[src/rtl/ra_stack_ctrl.sv]
// Circular return-address stack: push on jal, pop on jr, top-of-stack visible the cycle after the update.
// print_regs dumps one entry per cycle; ready drops and jal/jr are ignored until the dump ends.
module ra_stack_ctrl #(
   parameter int ADDR_W = 3,
   parameter int DEPTH  = 4
) (
   input  logic                       clk,
   input  logic                       reset,
   input  logic                       jal,
   input  logic                       jr,
   input  logic [ADDR_W-1:0]          write_data_ra,
   output logic [ADDR_W-1:0]          read_data_ra,
   output logic                       ra_valid,
   output logic [$clog2(DEPTH):0]     depth,
   output logic                       ready,
   output logic                       overflow,
   output logic                       underflow,
   input  logic                       print_regs,
   output logic                       print_valid,
   output logic [$clog2(DEPTH)-1:0]   print_idx,
   output logic [ADDR_W-1:0]          print_data,
   output logic                       print_done
);

   localparam int PW = $clog2(DEPTH);
   localparam int CW = PW + 1;
   localparam logic [CW-1:0] FULL = CW'(DEPTH);

   typedef enum logic [1:0] {IDLE, DUMP, DONE} state_t;

   state_t            state, next_state;
   logic [ADDR_W-1:0] mem [DEPTH];
   logic [PW-1:0]     wp, wp_nxt, wp_m1, k, rd_idx, wr_idx;
   logic [CW-1:0]     cnt, cnt_nxt;
   logic              wr_en, ovf_set, unf_set;

   assign wp_m1  = wp - 1'b1;
   assign rd_idx = wp_m1 - k;

   // Stack update for this cycle; only meaningful when the FSM is idle.
   always_comb begin
      wp_nxt  = wp;
      cnt_nxt = cnt;
      wr_en   = 1'b0;
      wr_idx  = wp;
      ovf_set = 1'b0;
      unf_set = 1'b0;
      if (state == IDLE) begin
         if (jal && (!jr || cnt == '0)) begin
            wr_en  = 1'b1;
            wp_nxt = wp + 1'b1;
            if (cnt == FULL) ovf_set = 1'b1;
            else             cnt_nxt = cnt + 1'b1;
         end else if (jal && jr) begin
            wr_en  = 1'b1;
            wr_idx = wp_m1;
         end else if (jr) begin
            if (cnt != '0) begin
               wp_nxt  = wp_m1;
               cnt_nxt = cnt - 1'b1;
            end else begin
               unf_set = 1'b1;
            end
         end
      end
   end

   always_comb begin
      next_state  = state;
      print_valid = 1'b0;
      print_idx   = '0;
      print_data  = '0;
      print_done  = 1'b0;
      case (state)
         IDLE: if (print_regs) next_state = (cnt_nxt == '0) ? DONE : DUMP;
         DUMP: begin
            print_valid = 1'b1;
            print_idx   = k;
            print_data  = mem[rd_idx];
            if ({1'b0, k} == cnt - 1'b1) next_state = DONE;
         end
         DONE: begin
            print_done = 1'b1;
            next_state = IDLE;
         end
         default: next_state = IDLE;
      endcase
   end

   always_ff @(posedge clk) begin
      if (reset) begin
         state     <= IDLE;
         wp        <= '0;
         cnt       <= '0;
         k         <= '0;
         overflow  <= 1'b0;
         underflow <= 1'b0;
         for (int i = 0; i < DEPTH; i++) mem[i] <= '0;
      end else begin
         state <= next_state;
         wp    <= wp_nxt;
         cnt   <= cnt_nxt;
         k     <= (state == DUMP) ? k + 1'b1 : '0;
         if (wr_en)   mem[wr_idx] <= write_data_ra;
         if (ovf_set) overflow    <= 1'b1;
         if (unf_set) underflow   <= 1'b1;
      end
   end

   assign read_data_ra = (cnt != '0) ? mem[wp_m1] : '0;
   assign ra_valid     = (cnt != '0);
   assign depth        = cnt;
   assign ready        = (state == IDLE);

endmodule

[config.mk]
export PLATFORM = sky130hd
export DESIGN_NAME = ra_stack_ctrl
export DESIGN_NICKNAME = d
export VERILOG_FILES = /design/src/rtl/ra_stack_ctrl.sv
export SDC_FILE = /design/constraint.sdc
export NUM_CORES = 1
export LEC_CHECK = 0
export CORE_MARGIN = 1.5
export CORE_UTILIZATION = 45
export CTS_CLUSTER_SIZE = 40
export DETAILED_ROUTE_END_ITERATION = 8
export PLACE_DENSITY = 0.66
export SYNTH_ARGS = -nofsm -noshare
export SYNTH_HDL_FRONTEND = slang
export SYNTH_SLANG_ARGS = --single-unit
[constraint.sdc]
create_clock -name clk -period 2.8 [get_ports clk]
set_input_delay 0.42 -clock clk [delete_from_list [all_inputs] [get_ports clk]]
set_output_delay 0.42 -clock clk [all_outputs]
set_load 0.02 [all_outputs]
# Word-level counts from Yosys, hierarchy flattened
# Memory sizes are Yosys's and may differ from the RTL's.
# Cells that the tools add are included.
# totals
register_bits,11
ramBits,12
in_bits,8
elab_cells,76
mem_count,1
# mem_list
memory,depth,word_bits,rd,rd_clocked_by_memory_dff,wr,line,source
mem,4,3,2,0,4,32,logic [ADDR_W-1:0] mem [DEPTH];
# classes
n_addsub,6
n_eq_ne,7
n_mux,41
n_bitwise,1
reduce_logical,14
# ops
cell,count
3-bit 2-to-1 mux,9
2-bit 2-to-1 mux,12
1-bit 2-to-1 mux,19
3-bit logical NOT,2
2-bit by 1-bit adder with 2-bit output (second input constant),2
2-bit inequality test (second input constant),2
2-bit one-hot mux with 2 select lines,1
4-bit AND reduction,1
2-bit nonzero test,2
3-bit by 1-bit adder with 3-bit output (second input constant),1
2-bit by 3-bit equality test with 1-bit output,1
3-bit equality test (second input constant),1
3-bit nonzero test,1
3-bit OR reduction,1
3-bit by 1-bit subtractor with 3-bit output (second input constant),1
2-bit by 1-bit equality test with 1-bit output (second input constant),1
2-bit equality test (second input constant),1
1-bit logical AND,2
2-bit logical NOT,1
2-bit by 1-bit inequality test with 1-bit output (second input constant),1
2-bit AND reduction,1
2-bit OR reduction,1
2-bit by 1-bit subtractor with 2-bit output (second input constant),1
2-bit subtractor,1
other kinds (3),3

# Depth between registers and ports, before layout
# Gate-level depths: netlist of run 1.
# logic_depth
word_depth,10
ltp_mapped,8
ltp_nobuf,8

# Least setup slack after synthesis of run 1
# OpenSTA, ideal clock, no wires.
# synth_timing
path_type,reg-to-reg
startpoint,"reg cnt[0], in the netlist depth[0]"
endpoint,"mem mem[0][0], enable pin"
arrival_ns,2.018
t_required_ns,2.542
path_slack_ns,0.524
path_stages_with_launch,8
path_buffers,0
synth_period_minus_slack_ns,2.276
path_cell_list,dfxtp_1 inv_1 ha_1 nor2b_2 or3_1 and2_1 and3b_1 or2_1
# synth_rtl
item,line,source
start: declaration,34,"logic [CW-1:0] cnt, cnt_nxt;"
start signal: assignment,102,cnt <= cnt_nxt;
end: declaration,32,

# Worst setup path in the final report of run 1
# layout_timing
startpoint,"reg cnt[0], in the netlist depth[0]"
endpoint,out read_data_ra[1]
# layout_via
elab_chain_len,2
# layout_lines
item,line,source
3-bit nonzero test,110,assign read_data_ra = (cnt != '0) ? mem[wp_m1] : '0;
3-bit 2-to-1 mux,110,
end: declaration,12,"output logic [ADDR_W-1:0] read_data_ra,"
# No other way between the ends.

==> flow_metrics.tcl, run 1 <==
set metrics [dict create \
    outcome "finished, final reports clean" \
    grt_max_degree 22 \
    synth_seq_cells 23 \
    insertion_delay_ns 0.31 \
    place_congestion 0.8055 \
    grt_pass1_vias 1097 \
    cts_tree "built" \
    pwr-share-seq_pct 28.9 \
    cp_common_cell "inv_1" \
    routed-via-count 1195 \
    p_sw_share_pct 43.35 \
    die_width_um 60.88 \
    grt.overflow.total 0 \
    ios 25 \
    htreeDepth 1 \
    synth.distinct_cells 46 \
    yosys_warnings 0 \
    core_mm2 0.003128 \
    postLayoutCoreUtil_pct 58.76 \
    cts.sinks 23 \
    syn2layout_area_growth_pct 21.91 \
    fin_ws_ns 0.1735 \
    hold_viol_final 0 \
    fin_crit_ns 2.627 \
    postCtsSetupBuffers 0 \
    post-route-drc-count 0 \
    tightestPinTransition_ns 0.3968 \
    hpwlAfterDp_um 2525 \
    cp_slowest_cell "clkdlybuf4s50_1" \
    fmaxAchievable_ghz 0.3807 \
    p_int_w 0.001067 \
    die_h_um 60.88 \
    crit_chain "inv_1 -> ha_2 -> nor2b_4 -> inv_1 -> and2_1 -> clkdlybuf4s50_1" \
    antenna_found_initial 0 \
    dieArea_mm2 0.003706 \
    postCtsHoldBufs 0 \
    ys_async_sr_fraction_pct 0 \
    power_frac_comb_pct 62.8 \
    holdWs_ns 0.4917 \
    placed_area_mm2 0.001797 \
    synth_fp_nets 164 \
    final_area_mm2 0.001838 \
    syn_area_mm2 0.001508 \
    syn_area_per_cell_um2 9.919 \
    final-setup-viol-count 0 \
    startpoint_type "flip-flop" \
    drive_above_1_share_pct 15.82 \
    drt_iter0_drc 37 \
    cts_inserted_buffers 3 \
    report.final.slew_viol_count 0 \
    finalCritPeriodShare_pct 93.80 \
    avgRoutedWirePerCell_um 14.45 \
    synth-edff-count 12 \
    postSynthCellCount 152 \
    drv_cap 0 \
    arrival_ns 2.21 \
    crit_required_ns 2.38 \
    max_stage_delay_ns 0.60 \
    tns_ns 0 \
    clock_skew_ns 0.01019 \
    grt_pass1_wl_um 5237 \
    endpoint_kind "output port" \
    start_util_pct 48.20 \
    rows 20 \
    synth_seq_area_share_pct 38.51 \
    track_usage_pct 19.48 \
    drt.antenna.violating_nets 0 \
    drt_wl_total_um 3193 \
    via_per_inst 5.407 \
    clockBufferDepth 2 \
    first_pass_iters 4 \
    p_leak_nw 0.7420 \
    clockPowerShare_pct 8.3 \
    switchingPower_w 0.0008164 \
    num-nets-final 190 \
    clk_pin_slew_worst_paths_ns 0.14 \
    hp-class "flip-flop to flip-flop" \
    pre_cts_slack_ns 0.3077 \
    worstPathMaxFanout 8 \
    diodes 0 \
    synth_flop_cell "edfxtp_1" \
    vdd_drop_max_v 0.0004971 \
    cts_root_buffer "clkbuf_4" \
    rsz0062_at_grt "no" \
    critical_path_class "flip-flop to output port" \
    pwr_density_cell_mw_per_mm2 1025 \
    slew_headroom_pct 73.17 \
    port-buffer-count 24 \
]
## final cells by class
type / instances / area (um^2)
Fill cell: 274 / 1290
Multi-Input combinational cell: 111 / 853.3
Sequential cell: 23 / 583.1
Timing Repair Buffer: 29 / 281.5
Tap cell: 44 / 55.05
Inverter: 10 / 37.54
Clock buffer: 3 / 22.52
Clock inverter: 1 / 5.005
## sequential cells by signal (all words and copies together) (netlist names)
| name | cells |
|---|---|
| mem | 12 |
| depth | 3 |
| k | 2 |
| state | 2 |
| wp | 2 |
| overflow | 1 |
| underflow | 1 |
## cells in the mapped netlist, drive strengths merged, types with 2 or more instances
cell | instances | area (um^2)
a21oi | 4 | 23.77
nor4 | 4 | 25.02
inv | 10 | 37.53
buf | 6 | 36.28
dfxtp | 11 | 220.2
clkbuf | 2 | 7.510
mux4 | 6 | 135.1
and3b | 4 | 35.03
xnor2 | 7 | 61.31
xor2 | 4 | 35.03
nor2 | 18 | 75.07
and2 | 13 | 81.33
o21ai | 7 | 38.79
a31oi | 2 | 12.51
nand2 | 5 | 21.27
o211ai | 2 | 15.01
edfxtp | 12 | 360.4
ha | 4 | 50.05
nor2b | 2 | 15.02
nand3 | 3 | 15.01
nor3 | 8 | 40.04
nand3b | 2 | 15.01
## cells in the final DEF, fill, tap and decap left out, types with 5 or more instances in the layout
master,count
dfxtp_1,9
nor3_1,8
edfxtp_1,12
inv_1,9
and2_1,13
clkdlybuf4s50_1,21
nor2_1,17
buf_4,5
mux4_2,6
xnor2_1,7
## power by group through the flow
stage	Sequential, W	Combinational (W)	Clock (W)
final	0.000545	0.00118	0.000157
after global routing	0.000556	0.00129	0.000177
after CTS	0.000539	0.00117	0.000162
after detailed placement	0.000546	0.00117	0
after global placement	0.000545	0.00115	0
after floorplan	0.000527	0.000838	0
## timing repair
item,CTS,global route
gates resized for setup,2,5
setup endpoints to repair,5,6
pin swaps,1,1
## cell families after synthesis
| family | count (synthesis) | share of synthesized area [%] |
|---|---|---|
| muxes | 8 | 10.37 |
| buffers and inverters | 18 | 5.394 |
| xor gates and xnor gates | 11 | 6.390 |
| DFF | 23 | 38.51 |
| AOI/OAI and AO/OA | 23 | 11.62 |
| and+or+nand+nor | 65 | 24.40 |
| adders and majority gates | 4 | 3.320 |
## layer usage
layer  routed length, um  global-route usage, %  up-vias
met5                   0                      0        -
met4                  29                  4.658        0
met3                 119                  2.559        4
met2                1422                  30.57       32
met1                1620                  28.65      568
li1                    -                      -      591
## critical path, delay by kind of cell, from the launching register on
family,cells,cell delay (ns)
buffers and inverters,3,0.87
DFF,1,0.43
and+or+nand+nor,2,0.34
adders and majority gates,1,0.25
## path summary, 6_finish.rpt
kind	start	to	depth (start not counted)	slack (ns)
max	depth[0]	read_data_ra[1]	6	0.17
max reg2reg	depth[0]	mem[0][2]	7	0.62
min	k[0]	k[0]	1	0.49
min reg2reg	k[0]	k[0]	1	0.49
## metrics by stage
step / power, W / cells
finish: 0.001883 / 221
floorplan: 0.001365 / 152
global placement: 0.001691 / 217
CTS: 0.001870 / 221
detailed placement: 0.001715 / 217
global route: 0.002025 / 221
(Power assumes the default switching activity.)
==> inputs of run 2 (changes only) <==
Settings changed: CTS_CLUSTER_SIZE 40 to 28.
==> results of run 2 <==
No change in the layout: final DEF, timing and power equal those of run 1.
==> inputs of run 3 (changes only) <==
Settings changed: CORE_UTILIZATION 45 to 40, PLACE_DENSITY 0.66 to 0.6.
==> flow_metrics.tcl, run 3 (synthesized netlist as in run 1, its figures left out) <==
set metrics [dict create \
    rows 22 \
    crit_chain "ha_1 -> xnor2_2 -> xnor2_2 -> mux4_2 -> and2_1 -> clkdlybuf4s50_1" \
    p_int_w 0.001122 \
    clockPowerShare_pct 10.6 \
    postCtsSetupBuffers 0 \
    grt_pass1_wl_um 5444 \
    drt_iter0_drc 59 \
    outcome "finished, final reports clean" \
    tns_ns 0 \
    path_buf_inv 1 \
    diodes 0 \
    clockBufferDepth 2 \
    drv_cap 0 \
    slew_headroom_pct 65.84 \
    postCtsHoldBufs 0 \
    crit_required_ns 2.38 \
    antenna_found_initial 0 \
    clock_skew_ns 0.005686 \
    p_leak_nw 0.7167 \
    routed-via-count 1158 \
    hpwlAfterDp_um 2512 \
    finalCritPeriodShare_pct 95.24 \
    final_common_cell "clkdlybuf4s50_1" \
    track_usage_pct 17.25 \
    tightestPinTransition_ns 0.5052 \
    multi_input_area_um2 860.8 \
    start_util_pct 41.49 \
    die_width_um 64.40 \
    cts_tree "built" \
    place_congestion 0.8227 \
    p_sw_share_pct 42.18 \
    cp_slowest_cell "clkdlybuf4s50_1" \
    insertion_delay_ns 0.26 \
    fin_crit_ns 2.667 \
    drive_above_1_share_pct 16.85 \
    largest_register_ff_count 12 \
    final-setup-viol-count 0 \
    num-nets-final 191 \
    ctsResizeCount 0 \
    total_power_w 0.001941 \
    drt_wl_total_um 3225 \
    power_frac_comb_pct 61.4 \
    syn2layout_area_growth_pct 24.23 \
    clk_pin_slew_worst_paths_ns 0.08 \
    hp-class "flip-flop to flip-flop" \
    max_stage_delay_ns 0.53 \
    avgRoutedWirePerCell_um 14.27 \
    die_h_um 64.40 \
    rsz0062_at_grt "no" \
    seq_area_um2 583.1 \
    cp_common_cell "xnor2_2" \
    dieArea_mm2 0.004147 \
    grt.overflow.total 0 \
    grt_max_degree 22 \
    critical-path-top-delay-family "buffers and inverters" \
    report.final.slew_viol_count 0 \
    first_pass_iters 4 \
    fmaxAchievable_ghz 0.3750 \
    layout_common_cells "24 x clkdlybuf4s50_1, 17 x nor2_1, 13 x and2_1" \
    grt_pass1_vias 1094 \
    cts_inserted_buffers 3 \
    ios 25 \
    htreeDepth 1 \
    via_per_inst 5.124 \
    cts_root_buffer "clkbuf_8" \
    largest-register "mem" \
    post-route-drc-count 0 \
    pwr_density_cell_mw_per_mm2 1036 \
    fill_cells 349 \
    arrival_ns 2.25 \
    port-buffer-count 24 \
    drt.antenna.violating_nets 0 \
    pwr-share-seq_pct 28.0 \
    critical_path_class "flip-flop to output port" \
    worstPathMaxFanout 5 \
    core_mm2 0.003633 \
    cts.sinks 23 \
    vdd_drop_max_v 0.0005524 \
    endpoint_kind "output port" \
    startpoint_type "flip-flop" \
    hold_viol_final 0 \
    switchingPower_w 0.0008189 \
]
run 3: cell count changes in the layout (fill, tap and decap cells not counted), sizes merged:
cell           delta
clkdlybuf4s50     +3
dlymetal6s2s      -2
buf               +1
dlygate4sd2       -1
run 3: power groups by stage:
stage	clock [W]	sequential [W]	combinational, W
2_1_floorplan	0	0.000527	0.000838
3_3_place_gp	0	0.000542	0.00117
3_5_place_dp	0	0.000548	0.00119
4_1_cts	0.000215	0.000540	0.00119
5_1_grt	0.000233	0.000554	0.00132
6_report	0.000207	0.000543	0.00119
run 3: cell type report:
cell class / count / area share [%]
Clock buffer: 3 / 2.204
Inverter: 10 / 2.004
Clock inverter: 1 / 0.2672
Tap cell: 48 / 3.206
Timing Repair Buffer: 30 / 15.23
Sequential cell: 23 / 31.13
Multi-Input combinational cell: 111 / 45.96
run 3: layer usage:
metal,global-route usage [%],up-vias,wire length [um]
met2,25.00,17,1436
li1,-,594,-
met4,4.787,0,18
met3,3.521,2,97
met5,0,-,0
met1,25.98,545,1673
run 3: metrics by stage:
step                      setup WS, ns  hold slack, ns  instances  utilization (%)  instance area [um^2]
after global routing          0.003357          0.5153        226            51.55                  1873
after CTS                      0.01969          0.4859        226            51.07                  1856
after global placement          0.3352          0.4518        222            49.79                  1809
final                           0.1333          0.4768        226            51.55                  1873
after floorplan                 0.5237          0.4992        152                -                  1508
after detailed placement        0.2967          0.4617        222            49.79                  1809
run 3: worst reg2reg max path, cell delays in order, from the launching register on:
cell      delay (ns)
dfxtp_2         0.42
inv_1           0.10
ha_1            0.22
nor2b_2         0.19
or3_1           0.34
mux2_2          0.32
o21bai_1        0.26
run 3: path summary, 6_finish.rpt:
kind | slack (ns) | end | startpoint | depth (start not counted)
hold / removal | 0.48 | k[0] | k[0] | 1
hold reg to reg | 0.48 | k[0] | k[0] | 1
setup / recovery | 0.13 | print_data[1] | k[0] | 6
setup reg to reg | 0.62 | mem[1][2] | depth[0] | 6
==> RTL edit 1, RTL diff (settings of run 3) <==
Encoding of `state_t`: now one-hot (3 bits for 3 states).
--- a/src/rtl/ra_stack_ctrl.sv
+++ b/src/rtl/ra_stack_ctrl.sv
@@ -26,7 +26,7 @@
    localparam int CW = PW + 1;
    localparam logic [CW-1:0] FULL = CW'(DEPTH);
 
-   typedef enum logic [1:0] {IDLE, DUMP, DONE} state_t;
+   typedef enum logic [2:0] {IDLE = 3'b001, DUMP = 3'b010, DONE = 3'b100} state_t;
 
    state_t            state, next_state;
    logic [ADDR_W-1:0] mem [DEPTH];
Check against the original RTL: no difference found for any inputs over 10 cycles, from zero or initial values and one cycle with reset high; not proved beyond that.
==> RTL edit 1 against run 3 <==
Non-clock buffer count grew 2; largest cell class unchanged; routed wire length is 15% higher; worst setup slack got worse by 0.0082 ns; cell area grew 4.9%; total power decreased by 1.7%; area after synthesis is 5.0% higher; core utilization up 0.96 points; sequential cell count increased by 1.
==> RTL edit 1: results <==
placed_design:
  gp_congestion: 0.9139
  place_inst: 231
  dpl-instance-area_sq_um: 1884
  dp_slack_ns: 0.3633
  dp_hpwl_mm: 2.903
finish:
  area_growth_pct: 24.19
  fin_nets: 200
  bufAreaShareNonClock: 0.1528
  seq_cell_count: 24
  clk_share: 0.03628
  num-fill-cells: 359
  regArea_sq_um: 600.6
  multi_input_area_sq_um: 902.1
  buffers: 32
  nNonClkInverters: 8
  multi_input_cells: 119
  drive_above_1_share: 0.1765
yosys:
  synth_area_leaders: "edfxtp_1 23%, dfxtp_1 15%, mux4_2 8.5%"
  async_flop_share: 0
  yosysSeqAreaShare: 0.3794
  postSynthCellCount: 160
  synthDistinctLibCells: 47
  syn_nets: 172
  synth_common_cells: "20 x and2_1, 12 x dfxtp_1, 12 x edfxtp_1, 9 x nor2_1, 8 x a21oi_1"
clock_tree:
  post-cts-setup-buffers: 0
routing:
  vias: 1289
  routed_via_density: 5.485
  wire_per_inst_um: 15.80
  firstDrtPassIters: 5
  drt_iter0_drc: 104
hold_path:
  hold_end: "overflow$_SDFFE_PP0P_"
  hold_start: "overflow$_SDFFE_PP0P_"
  hold_depth: 2
global_route:
  grt_pass1_vias: 1292
  grt_max_degree: 16
  grt_first_pass_wirelength_mm: 6.272
  grt_use_total: 0.1927
worst_setup_path:
  critPathMaxStageDelay_ns: 0.54
  r2r_cells: 8
  crit_path_max_fanout: 9
  rrSetupSlack_ns: 0.45
  r2r-end: "mem[1][1]$_SDFFCE_PN0P_"
  cp-endpoint: "read_data_ra[1]"
  slowest_stage: "clkdlybuf4s50_1"
timing:
  fmax_mhz: 373.9
  relSlewSlack: 0.6582
  fin_skew_ns: 0.004077
  hold_ws_ns: 0.5024
outcome:
  outcome: "finished, final reports clean"
pwr:
  vdd_drop_max_uv: 439.9
  leakagePower_uw: 0.0007335
-- RTL edit 1: changes by cell type after synthesis, moves of 3 or more --
cell and delta:
buf_4 +4, or2_2 +4, and2_1 +7, buf_2 -3, a21oi_1 +5, nor2_1 -8, and3b_1 -4, nor2b_1 +3
o21ai_0 +3
-- RTL edit 1: cell families (layout without fill, tap and decap cells) --
kind of cell    count (synthesis)  after routing  synth area share
buf+inv                        17             44           0.05692
fa+ha+maj                       4              4           0.03162
compound gates                 31             31            0.1368
xor+xnor                       11             11           0.06087
mux                             7              7           0.09170
flops                          24             24            0.3794
simple gates                   66             66            0.2427
-- RTL edit 1: metal layers --
metal  share of wire  routed length (um)  track usage
met1            0.46                1717       0.2635
met2            0.49                1828       0.3220
met3           0.039                 144      0.02555
met4          0.0057                  21      0.04688
met5               0                   0            0
-- RTL edit 1: where the power goes --
group	leakage, uW	internal, uW	switching (uW)
Combinational	0.000475	513	568
Sequential	0.000223	448	64.5
Clock	0.0000357	191	123
Total	0.000733	1150	756
==> RTL edit 2, RTL diff (config.mk and constraints of run 3) <==
Made on the original files. Set the parameter `ADDR_W` to 2 (it was 3).
--- a/src/rtl/ra_stack_ctrl.sv
+++ b/src/rtl/ra_stack_ctrl.sv
@@ -1,7 +1,7 @@
 // Circular return-address stack: push on jal, pop on jr, top-of-stack visible the cycle after the update.
 // print_regs dumps one entry per cycle; ready drops and jal/jr are ignored until the dump ends.
 module ra_stack_ctrl #(
-   parameter int ADDR_W = 3,
+   parameter int ADDR_W = 2,
    parameter int DEPTH  = 4
 ) (
    input  logic                       clk,
Ports: changed (resized print_data, read_data_ra and write_data_ra); port bits go from 25 to 22. The function was not compared with the original's and may differ.
==> RTL edit 2 against run 3 <==
Routed wire length down 18%; total power down 12%; cell area down 17%; die area down 13%; clock skew down 0.0043 ns; sequential cell count down 4; worst setup slack better by 0.030 ns; via count down 12%; area after synthesis down 14%; sequential power down 14%; largest cell class unchanged; largest power group unchanged.
==> RTL edit 2: results <==
outcome:
  outcome: "finished, final reports clean"
yosys:
  yosysSeqAreaShare: 0.3556
  synth-xor-area-share: 0.06763
  synth_warnings: 0
  syn_nets: 147
  synth-main-ff-cell: "dfxtp_1"
  synth_fa_ha_area_frac: 0.03865
  synth_area_leaders: "edfxtp_1 19%, dfxtp_1 17%, mux4_2 7.0%"
  synth_common_cells: "13 x nor2_1, 11 x dfxtp_1, 11 x inv_1"
  synth-edff-count: 8
  synthMuxAreaShare: 0.06957
  synth_compound_area_frac: 0.1478
  synthDistinctLibCells: 50
global_route:
  busiest_layer: "met2"
  grt_first_pass_wirelength_mm: 4.547
  grtUsageMet3: 0.03463
  grt_pass1_vias: 987
  grt_use_total: 0.1716
  grt_max_degree: 12
  use_met2: 0.2640
  use_met1: 0.2364
placed_design:
  dp_slack_ns: 0.4250
  dp_hpwl_mm: 2.025
  dpl-instance-area_sq_um: 1525
  portBuffers: 21
  gp_congestion: 0.8156
routing:
  vias: 1023
  firstDrtPassIters: 4
  drt_iter0_drc: 31
  drt-total-wl_mm: 2.635
worst_setup_path:
  cp.arrival_ns: 2.22
  crit_path_max_fanout: 7
clock_tree:
  numCtsBuffers: 3
  post-cts-setup-buffers: 0
  root_buffer: "clkbuf_4"
  cts.clk_slew.worst_paths_ns: 0.12
  clock_latency_ns: 0.31
pwr:
  p_sw_frac: 0.4467
  leakagePower_uw: 0.0006376
  vdd_drop_max_uv: 392.7
finish:
  drive_above_1_share: 0.1603
  largest_reg_flops: 8
  fin_nets: 168
  antennaDiodeCount: 0
  largest-register: "mem"
timing:
  fin_skew_ns: 0.001365
  relSlewSlack: 0.5896
die:
  start_util: 0.4242
==> RTL edit 2: final timing paths <==
path                                           from                       to  slack, ns  cells after the start
worst min-delay path                k[0]$_SDFF_PP0_          k[0]$_SDFF_PP0_       0.49                      1
worst min register to register      k[0]$_SDFF_PP0_          k[0]$_SDFF_PP0_       0.49                      1
worst max-delay path            depth[0]$_SDFF_PP0_          read_data_ra[0]       0.16                      6
worst max register to register  depth[0]$_SDFF_PP0_  mem[2][1]$_SDFFCE_PN0P_       0.53                      8
==> RTL edit 2: area by class of cell <==
cell class	count	area [sq um]
fillers	308	1493
multi-input cells	99	747.0
flip-flops and latches	19	462.9
repair buffers	22	222.7
well taps	44	55.05
inverters	12	45.04
clock buffers	3	22.52
clock inverters	1	5.005
==> RTL edit 2: cells by family after synthesis <==
family,Yosys count
and+or+nand+nor,57
AOI/OAI and AO/OA,24
DFF,19
buffers and inverters,18
xor gates and xnor gates,10
muxes,4
adders and majority gates,4
==> RTL edit 2: metrics by stage <==
stage | utilization | std cells | power (uW) | hold slack, ns
after floorplan | - | 136 | 1287 | 0.4569
after global placement | 0.4996 | 196 | 1559 | 0.4555
after detailed placement | 0.4996 | 196 | 1569 | 0.4640
after CTS | 0.5086 | 200 | 1720 | 0.4990
after global routing | 0.5111 | 200 | 1853 | 0.5154
final | 0.5111 | 200 | 1714 | 0.4932
==> RTL edit 2: routing by layer <==
metal / vias to the layer above / routed length (um)
li1: 523 / -
met2: 23 / 1154
met1: 472 / 1338
met3: 5 / 98
met5: - / 0
met4: 0 / 44
==> RTL edit 2: critical path, cell delays in order, from the launching register on <==
cell	delay, ns
dfxtp_1	0.45
inv_1	0.09
ha_1	0.28
nor2b_4	0.17
inv_1	0.15
and2_1	0.15
clkdlybuf4s50_1	0.60
==> RTL edit 2: what timing repair did <==
| action | 4_1_cts | 5_1_grt |
|---|---|---|
| hold endpoints to repair | 0 | 0 |
| resized for setup | 0 | 4 |
| setup endpoints to repair | 0 | 2 |
==> RTL edit 2: power groups by stage <==
stage | sequential, uW | combinational, uW | clock, uW
after floorplan | 454 | 833 | 0
after global placement | 471 | 1090 | 0
after detailed placement | 473 | 1100 | 0
after CTS | 466 | 1100 | 152
after global routing | 481 | 1200 | 169
final | 469 | 1100 | 150
